**config.mk**
```make
export PLATFORM = sky130hd
export DESIGN_NAME = alarm_ctrl
export DESIGN_NICKNAME = d
export VERILOG_FILES = /design/src/rtl/alarm_pkg.sv /design/src/rtl/dcount.sv /design/src/rtl/alarm_ctrl.sv
export SDC_FILE = /design/constraint.sdc
export NUM_CORES = 1
export LEC_CHECK = 0
export ABC_AREA = 0
export CAP_MARGIN = 0
export CORE_AREA = 2 2 51 53
export CTS_CLUSTER_SIZE = 20
export DETAILED_ROUTE_END_ITERATION = 12
export DIE_AREA = 0 0 53 55
export PLACE_DENSITY = 0.74
export SETUP_SLACK_MARGIN = 0.02
export SLEW_MARGIN = 40
export SYNTH_ARGS = -nofsm -noshare
export SYNTH_HDL_FRONTEND = slang
export SYNTH_HIERARCHICAL = 1
export SYNTH_SLANG_ARGS = --single-unit
```
**constraint.sdc**
```tcl
create_clock -name clk -period 7.3 [get_ports clk]
set_input_delay 1.46 -clock clk [delete_from_list [all_inputs] [get_ports clk]]
set_output_delay 1.46 -clock clk [all_outputs]
set_load 0.01 [all_outputs]
```
**src/rtl/alarm_pkg.sv**
```systemverilog
`default_nettype none
// ============================================================================
//  Module      : alarm_pkg
//  Description : Shared state encoding and counter-width helper for the
//                alarm controller.
//  Revision    : 1.0 - initial release
// ============================================================================
package alarm_pkg;

    typedef enum logic [1:0] {
        DISARMED = 2'd0,
        ARMED    = 2'd1,
        ENTRY    = 2'd2,
        ALARM    = 2'd3
    } state_t;

    // Width needed to hold the longer of the two timed intervals.
    function automatic int cw_f(input int entry_cyc, input int hold_cyc);
        int m;
        m = (entry_cyc > hold_cyc) ? entry_cyc : hold_cyc;
        return $clog2(m + 1);
    endfunction

endpackage
`default_nettype wire

```
**src/rtl/dcount.sv**
```systemverilog
`default_nettype none
// ============================================================================
//  Module      : dcount
//  Description : Loadable down counter with enable and zero flag; holds at 0.
//  Revision    : 1.0 - initial release
// ============================================================================
module dcount #(
    parameter int W = 5
) (
    input  logic         clk,
    input  logic         rst,
    input  logic         load,
    input  logic [W-1:0] load_val,
    input  logic         en,
    output logic [W-1:0] cnt,
    output logic         zero
);

    assign zero = (cnt == '0);

    always_ff @(posedge clk) begin
        if (rst) begin
            cnt <= '0;
        end else if (load) begin
            cnt <= load_val;
        end else if (en && !zero) begin
            cnt <= cnt - 1'b1;
        end
    end

endmodule
`default_nettype wire

```
**src/rtl/alarm_ctrl.sv**
```systemverilog
`default_nettype none
// ============================================================================
//  Module      : alarm_ctrl
//  Description : Four-state zone alarm controller with entry delay, timed
//                alarm hold, auto re-arm and first-trip zone memory.
//  Revision    : 1.0 - initial release
// ============================================================================
module alarm_ctrl
    import alarm_pkg::*;
#(
    parameter int               ZONES      = 4,
    parameter int               ENTRY_CYC  = 8,
    parameter int               HOLD_CYC   = 16,
    parameter logic [ZONES-1:0] DELAY_MASK = 4'b0001,
    localparam int              CW         = cw_f(ENTRY_CYC, HOLD_CYC)
) (
    input  logic             clk,
    input  logic             rst,
    input  logic [ZONES-1:0] D,
    input  logic             A,
    input  logic             X,
    output logic             L,
    output logic             armed,
    output logic             pending,
    output logic             arm_fail,
    output logic [ZONES-1:0] zmem,
    output logic [CW-1:0]    cnt
);

    localparam logic [CW-1:0] c_entry_ld = CW'(ENTRY_CYC - 1);
    localparam logic [CW-1:0] c_hold_ld  = CW'(HOLD_CYC - 1);

    state_t          r_state;
    logic            w_inst;
    logic            w_dly;
    logic            w_zero;
    logic            w_load;
    logic            w_en;
    logic [CW-1:0]   w_load_val;

    assign w_inst = |(D & ~DELAY_MASK);
    assign w_dly  = |(D &  DELAY_MASK);

    // Counter steering mirrors the state transitions below; disarm clears it.
    always_comb begin
        w_load     = 1'b0;
        w_load_val = '0;
        w_en       = 1'b0;
        unique case (r_state)
            ARMED: begin
                if (X) begin
                    w_load = 1'b1;
                end else if (w_inst) begin
                    w_load     = 1'b1;
                    w_load_val = c_hold_ld;
                end else if (w_dly) begin
                    w_load     = 1'b1;
                    w_load_val = c_entry_ld;
                end
            end
            ENTRY: begin
                if (X) begin
                    w_load = 1'b1;
                end else if (w_inst || w_zero) begin
                    w_load     = 1'b1;
                    w_load_val = c_hold_ld;
                end else begin
                    w_en = 1'b1;
                end
            end
            ALARM: begin
                if (X) begin
                    w_load = 1'b1;
                end else begin
                    w_en = 1'b1;
                end
            end
            default: ;
        endcase
    end

    dcount #(
        .W (CW)
    ) u_dcount (
        .clk      (clk),
        .rst      (rst),
        .load     (w_load),
        .load_val (w_load_val),
        .en       (w_en),
        .cnt      (cnt),
        .zero     (w_zero)
    );

    always_ff @(posedge clk) begin
        if (rst) begin
            r_state  <= DISARMED;
            L        <= 1'b0;
            armed    <= 1'b0;
            pending  <= 1'b0;
            arm_fail <= 1'b0;
            zmem     <= '0;
        end else begin
            arm_fail <= 1'b0;
            if (r_state != DISARMED) begin
                zmem <= zmem | D;
            end
            unique case (r_state)
                DISARMED: begin
                    if (A) begin
                        if (D == '0) begin
                            r_state <= ARMED;
                            armed   <= 1'b1;
                            zmem    <= '0;
                        end else begin
                            arm_fail <= 1'b1;
                        end
                    end
                end
                ARMED: begin
                    if (X) begin
                        r_state <= DISARMED;
                        armed   <= 1'b0;
                    end else if (w_inst) begin
                        r_state <= ALARM;
                        L       <= 1'b1;
                    end else if (w_dly) begin
                        r_state <= ENTRY;
                        pending <= 1'b1;
                    end
                end
                ENTRY: begin
                    if (X) begin
                        r_state <= DISARMED;
                        armed   <= 1'b0;
                        pending <= 1'b0;
                    end else if (w_inst || w_zero) begin
                        r_state <= ALARM;
                        pending <= 1'b0;
                        L       <= 1'b1;
                    end
                end
                ALARM: begin
                    if (X) begin
                        r_state <= DISARMED;
                        armed   <= 1'b0;
                        L       <= 1'b0;
                    end else if (w_zero) begin
                        r_state <= ARMED;
                        L       <= 1'b0;
                    end
                end
                default: begin
                    r_state <= DISARMED;
                    armed   <= 1'b0;
                    pending <= 1'b0;
                    L       <= 1'b0;
                end
            endcase
        end
    end

endmodule
`default_nettype wire

```
### Word level (Yosys, flattened, before mapping)

Cells that the tools add are included.
W data, S select, Z words.

* bits in registers: 15
* input bits: 8
* output and inout port bits: 13
* logic and storage cells: 94

* $add $sub $neg: 1
* bitwise gates (word level): 3
* muxes and demuxes: 51
* equality and inequality tests: 15
* reduce and logical (&&, ||, !) cells: 17

Operators by type and width (number)
* $mux W4: 8
* $mux W1: 24
* $mux W2: 9
* $ne A2 B2 Y1 const B: 8
* $mux W5: 2
* $reduce_and A5 Y1: 2
* $reduce_or A3 Y1: 3
* $pmux W2 S4: 1
* $pmux W4 S2: 1
* $pmux W1 S2: 3
* $pmux W1 S3: 2
* $reduce_and A6 Y1: 1
* $reduce_bool A2 Y1: 3
* $logic_not A5 Y1: 1
* $sub A5 B1 Y5 const B: 1
* $eq A2 B2 Y1 const B: 2
* $logic_not A4 Y1: 1
* $ne A4 B4 Y1 const B: 1
* $or A4 B4 Y4: 1
* $mux W3: 1
* $ne A3 B2 Y1 const B: 1
* $ne A3 B3 Y1 const B: 1
* $reduce_and A3 Y1: 1
* $reduce_bool A3 Y1: 1
* other kinds (7): 8

### Longest topological paths before layout

* word-level depth: 8
* gate-level depth with buffers: 13
* mapped depth without buffers: 11

### By module

Netlist, hierarchy kept.

By module, submodules not included
* alarm_ctrl: seq. area each 200.2 sq um, area an instance 693.2 sq um, times used 1, cells each 91
* dcount: seq. area each 100.1 sq um, area an instance 326.6 sq um, times used 1, cells each 37

### Least setup slack after synthesis

Ideal clock, no wire load.

* kind: input-to-reg
* start point: input port X
* end point: register u_dcount.cnt[2]
* stages: 7
* arrival time: 3300 ps
* library setup time: 95 ps
* path slack: 3904 ps
* path buffers: 1
* required time: 7205 ps
* path through: buf_2 -> or3b_2 -> or2_1 -> o21ai_0 -> nand2_1 -> or3_1 -> a221oi_1

* longest elaborated chain between the ends: 4
* elaborated cells between the ends (all ways): 13
* classes of those cells: mux: 11; reduce/logical: 2

RTL lines
* from (decl): line alarm_ctrl.sv:21 `input logic X,`
* $mux W1, on equally long branches: line alarm_ctrl.sv:72, alarm_ctrl.sv:62
* $pmux W1 S2 *: line alarm_ctrl.sv:49 `unique case (r_state)`
* named net w_en: line alarm_ctrl.sv:38 `logic w_en;`
* $logic_and A1 B1 Y1 *: line dcount.sv:26 `end else if (en && !zero) begin`
* $reduce_bool A2 Y1 (no source line) *
* to (signal assigned): line dcount.sv:25 `cnt <= load_val;`
* to (signal assigned): line dcount.sv:27 `cnt <= cnt - 1'b1;`
* to (decl): line dcount.sv:15 `output logic [W-1:0] cnt,`

Mark *: on every way through the listed nets, which the timed path passes. The rest lies on a longest branch.
A chain may end at the register's enable or synchronous reset.

### Worst setup path in the final report

Same ends and word-level chain as after synthesis.

==> results.txt <==
outcome: completed
total overflow reported by the global router: 0
logic depth of the worst setup path including buffers: 7
routability congestion estimate: 0.873
initial DRC count: 15
number of hold buffers added after cts: 0
number of antenna violations at the first check in global routing: 0
unrepaired setup endpoints after global routing: false
power per standard cell area: 157 nW/um^2
clock tree from TritonCTS: done
largest delay contributor family on the critical path: simple AND/OR/NAND/NOR gates
Worst Clk Skew: 0.00161 ns
final count of hold timing violations: 0
stage delay of the slowest cell on the critical path: 0.55 ns
total power: 0.198 mW
worst reg2reg path endpoint: u_dcount/cnt[2]
Syn-to-layout area delta: 23.7%
Final Util: 53.3%
site row count: 18
Die Ht: 55 um
number of post-CTS setup repair buffers: 0
classification of the worst setup path: in2reg
class of the tightest hold or removal check: reg2reg
number of antenna cells inserted: 0
number of standard cells after synthesis: 128
Reg clk slew, reported paths: 0.09 ns
die area: 2920 sq um
Global Route Usage Sum: 17.5%
DP HPWL: 1720 um
io pins: 21
sequence of cells on the critical path: clkdlybuf4s50_1 > or3b_2 > or2_1 > o21ai_1 > nand2_1 > or3_1 > a221oi_1
register-to-register setup slack: 4.13 ns
total number of nets in the final design: 163
Synth warnings: 6
worst path bufs/invs: 1
Critical Path End Type: register
vias per inst: 5.54
worst vdd ir: 0.108 mV
library cells used by synthesis: 41
launching element type of the critical path: input pin
vias in the first global route: 897
count of flip-flops with a built-in enable after synthesis: 0
average instance area after synthesis: 7.97 sq um
placeable core region: 2360 sq um
number of synthesized register bits: 15
cell type contributing the most total cell area after synthesis: dfxtp_1
DRC viols: 0
post-layout min period: 3.79 ns
initial cell density of the core: 43.1%
maximum root-to-sink buffer count: 2
average detailed-routed wire length per instance: 12.6 um
Routed WL: 2240 um
data required time at the worst endpoint: 7.48 ns
maximum number of pins on one net before global-route repair: 19
commonest cells after routing, fill and taps aside: clkdlybuf4s50_1, nor2_1, dfxtp_1
measured slew at the worst slew-check pin: 0.776 ns
most common cell after layout, fill and taps aside: clkdlybuf4s50_1
Max-cap violations: 0
final cycle utilization of the critical path: 51.9%
sequential share of the synthesized area: 29.4%
TNS Setup: 0 ns
logic depth of the worst register-to-register path: 10
cell types with the largest area share after synthesis: dfxtp_1, ha_1, a21oi_1, nor2_1, inv_1
top cell type's share of synthesized area: 29.4%
Max-slew headroom: 48.3%
Max FO, Critical Path: 10
number of routed nets with antenna violations: 0
first-pass GRT wire length: 3750 um
source of the worst register-to-register timing path: u_dcount/cnt[0]
final count of pins violating max slew: 0
DR pass1 iterations: 4
Mapped Nets: 142
leakage power summed over all cells: 0.420 nW
post_cts resized: 0
number of H-tree branching levels: 1
Max Clock Freq: 0.264 GHz
clk sink count: 15
cell area after synthesis: 1020 sq um
top_reg_cell synth: dfxtp_1
number of setup violations in the final report: 0
crit path DAT: 3.97 ns
IO Port Bufs: 20
CP endpoint: u_dcount/cnt[2]
horizontal extent of the die: 53 um
insertion delay of the later-clocked pin in the worst-skew pair: 0.29 ns
start point of the critical path: X
number of buffers created by CTS: 3
fraction of final layout cells with drive strength greater than 1: 9.46%
Filler Cell Count: 222
slowest CP cell: clkdlybuf4s50_1
detailed-route via count: 987
async set-or-reset flop fraction in the synthesized netlist: 0%
library cell used as clock root buffer: clkbuf_4
## cell usage after synthesis (all sizes together), types with 2 or more instances
master   count
nor2        16
dfxtp       15
a21oi       13
inv         12
o21ai        9
nand2        8
ha           6
nor3         6
nor2b        3
o31ai        3
or3          3
a2111oi      2
a21boi       2
a221oi       2
a311oi       2
buf          2
clkbuf       2
nand2b       2
nand4        2
## metrics by stage
step | cells | instance area (sq um) | worst slack [ns] | hold slack, ns
2_1_floorplan | 128 | 1020 | 3.90 | 0.477
3_5_place_dp | 174 | 1230 | 3.19 | 0.470
5_1_grt | 178 | 1260 | 3.40 | 0.526
4_1_cts | 178 | 1260 | 3.49 | 0.487
6_report | 178 | 1260 | 3.51 | 0.481
3_3_place_gp | 174 | 1230 | 3.36 | 0.463
## worst register-to-register path: cells and delay by family, from the launching register on
| family | cells | cell delay [ns] |
|---|---|---|
| compound gates | 2 | 0.59 |
| fa+ha+maj | 1 | 0.21 |
| buf+inv | 2 | 0.23 |
| flops | 1 | 0.36 |
| simple gates | 5 | 1.67 |
## worst min path at each step
stage | cells past startpoint | slack [ns] | start | to
4_1_cts | 2 | 0.49 | armed | armed
5_1_grt | 2 | 0.53 | pending | pending
2_1_floorplan | 2 | 0.48 | r_state[1] | r_state[1]
3_3_place_gp | 2 | 0.46 | armed | armed
6_report | 2 | 0.48 | armed | armed
3_5_place_dp | 2 | 0.47 | armed | armed
## routing by layer
layer	track usage [%]	vias up	share of wire (%)
met5	0	-	0
met4	7.69	0	2.0
met3	3.23	7	3.8
met2	31.0	23	48
met1	20.6	455	46
li1	-	502	-
## cells by family after synthesis
group | count (synthesis) | share of synthesized area [%]
compound gates | 40 | 29.6
fa+ha+maj | 6 | 7.36
buf+inv | 16 | 6.75
flops | 15 | 29.4
mux | 1 | 1.10
other cells | 1 | 0.368
simple gates | 49 | 25.4
## sequential cells by signal (all words and copies together), names as in the netlist
| name | flops |
|---|---|
| arm_fail | 1 |
| L | 1 |
| u_dcount/cnt | 5 |
| armed | 1 |
| r_state | 2 |
| pending | 1 |
| zmem | 4 |
## final cells by class
| type | instances | area [sq um] | area share, % |
|---|---|---|---|
| multi-input combinational | 97 | 651 | 51.6 |
| sequential | 15 | 300 | 23.8 |
| timing repair buffer | 20 | 200 | 15.9 |
| inverter | 12 | 45.0 | 3.57 |
| tap | 30 | 37.5 | 2.98 |
| clock buffer | 3 | 22.5 | 1.79 |
| clock inverter | 1 | 5.00 | 0.397 |
## where the power goes
group,switching [mW],internal [mW],total (mW)
Combinational,0.0313,0.0273,0.0586
Clock,0.0277,0.0204,0.0481
Sequential,0.00383,0.0877,0.0916
(Power assumes the default switching activity.)
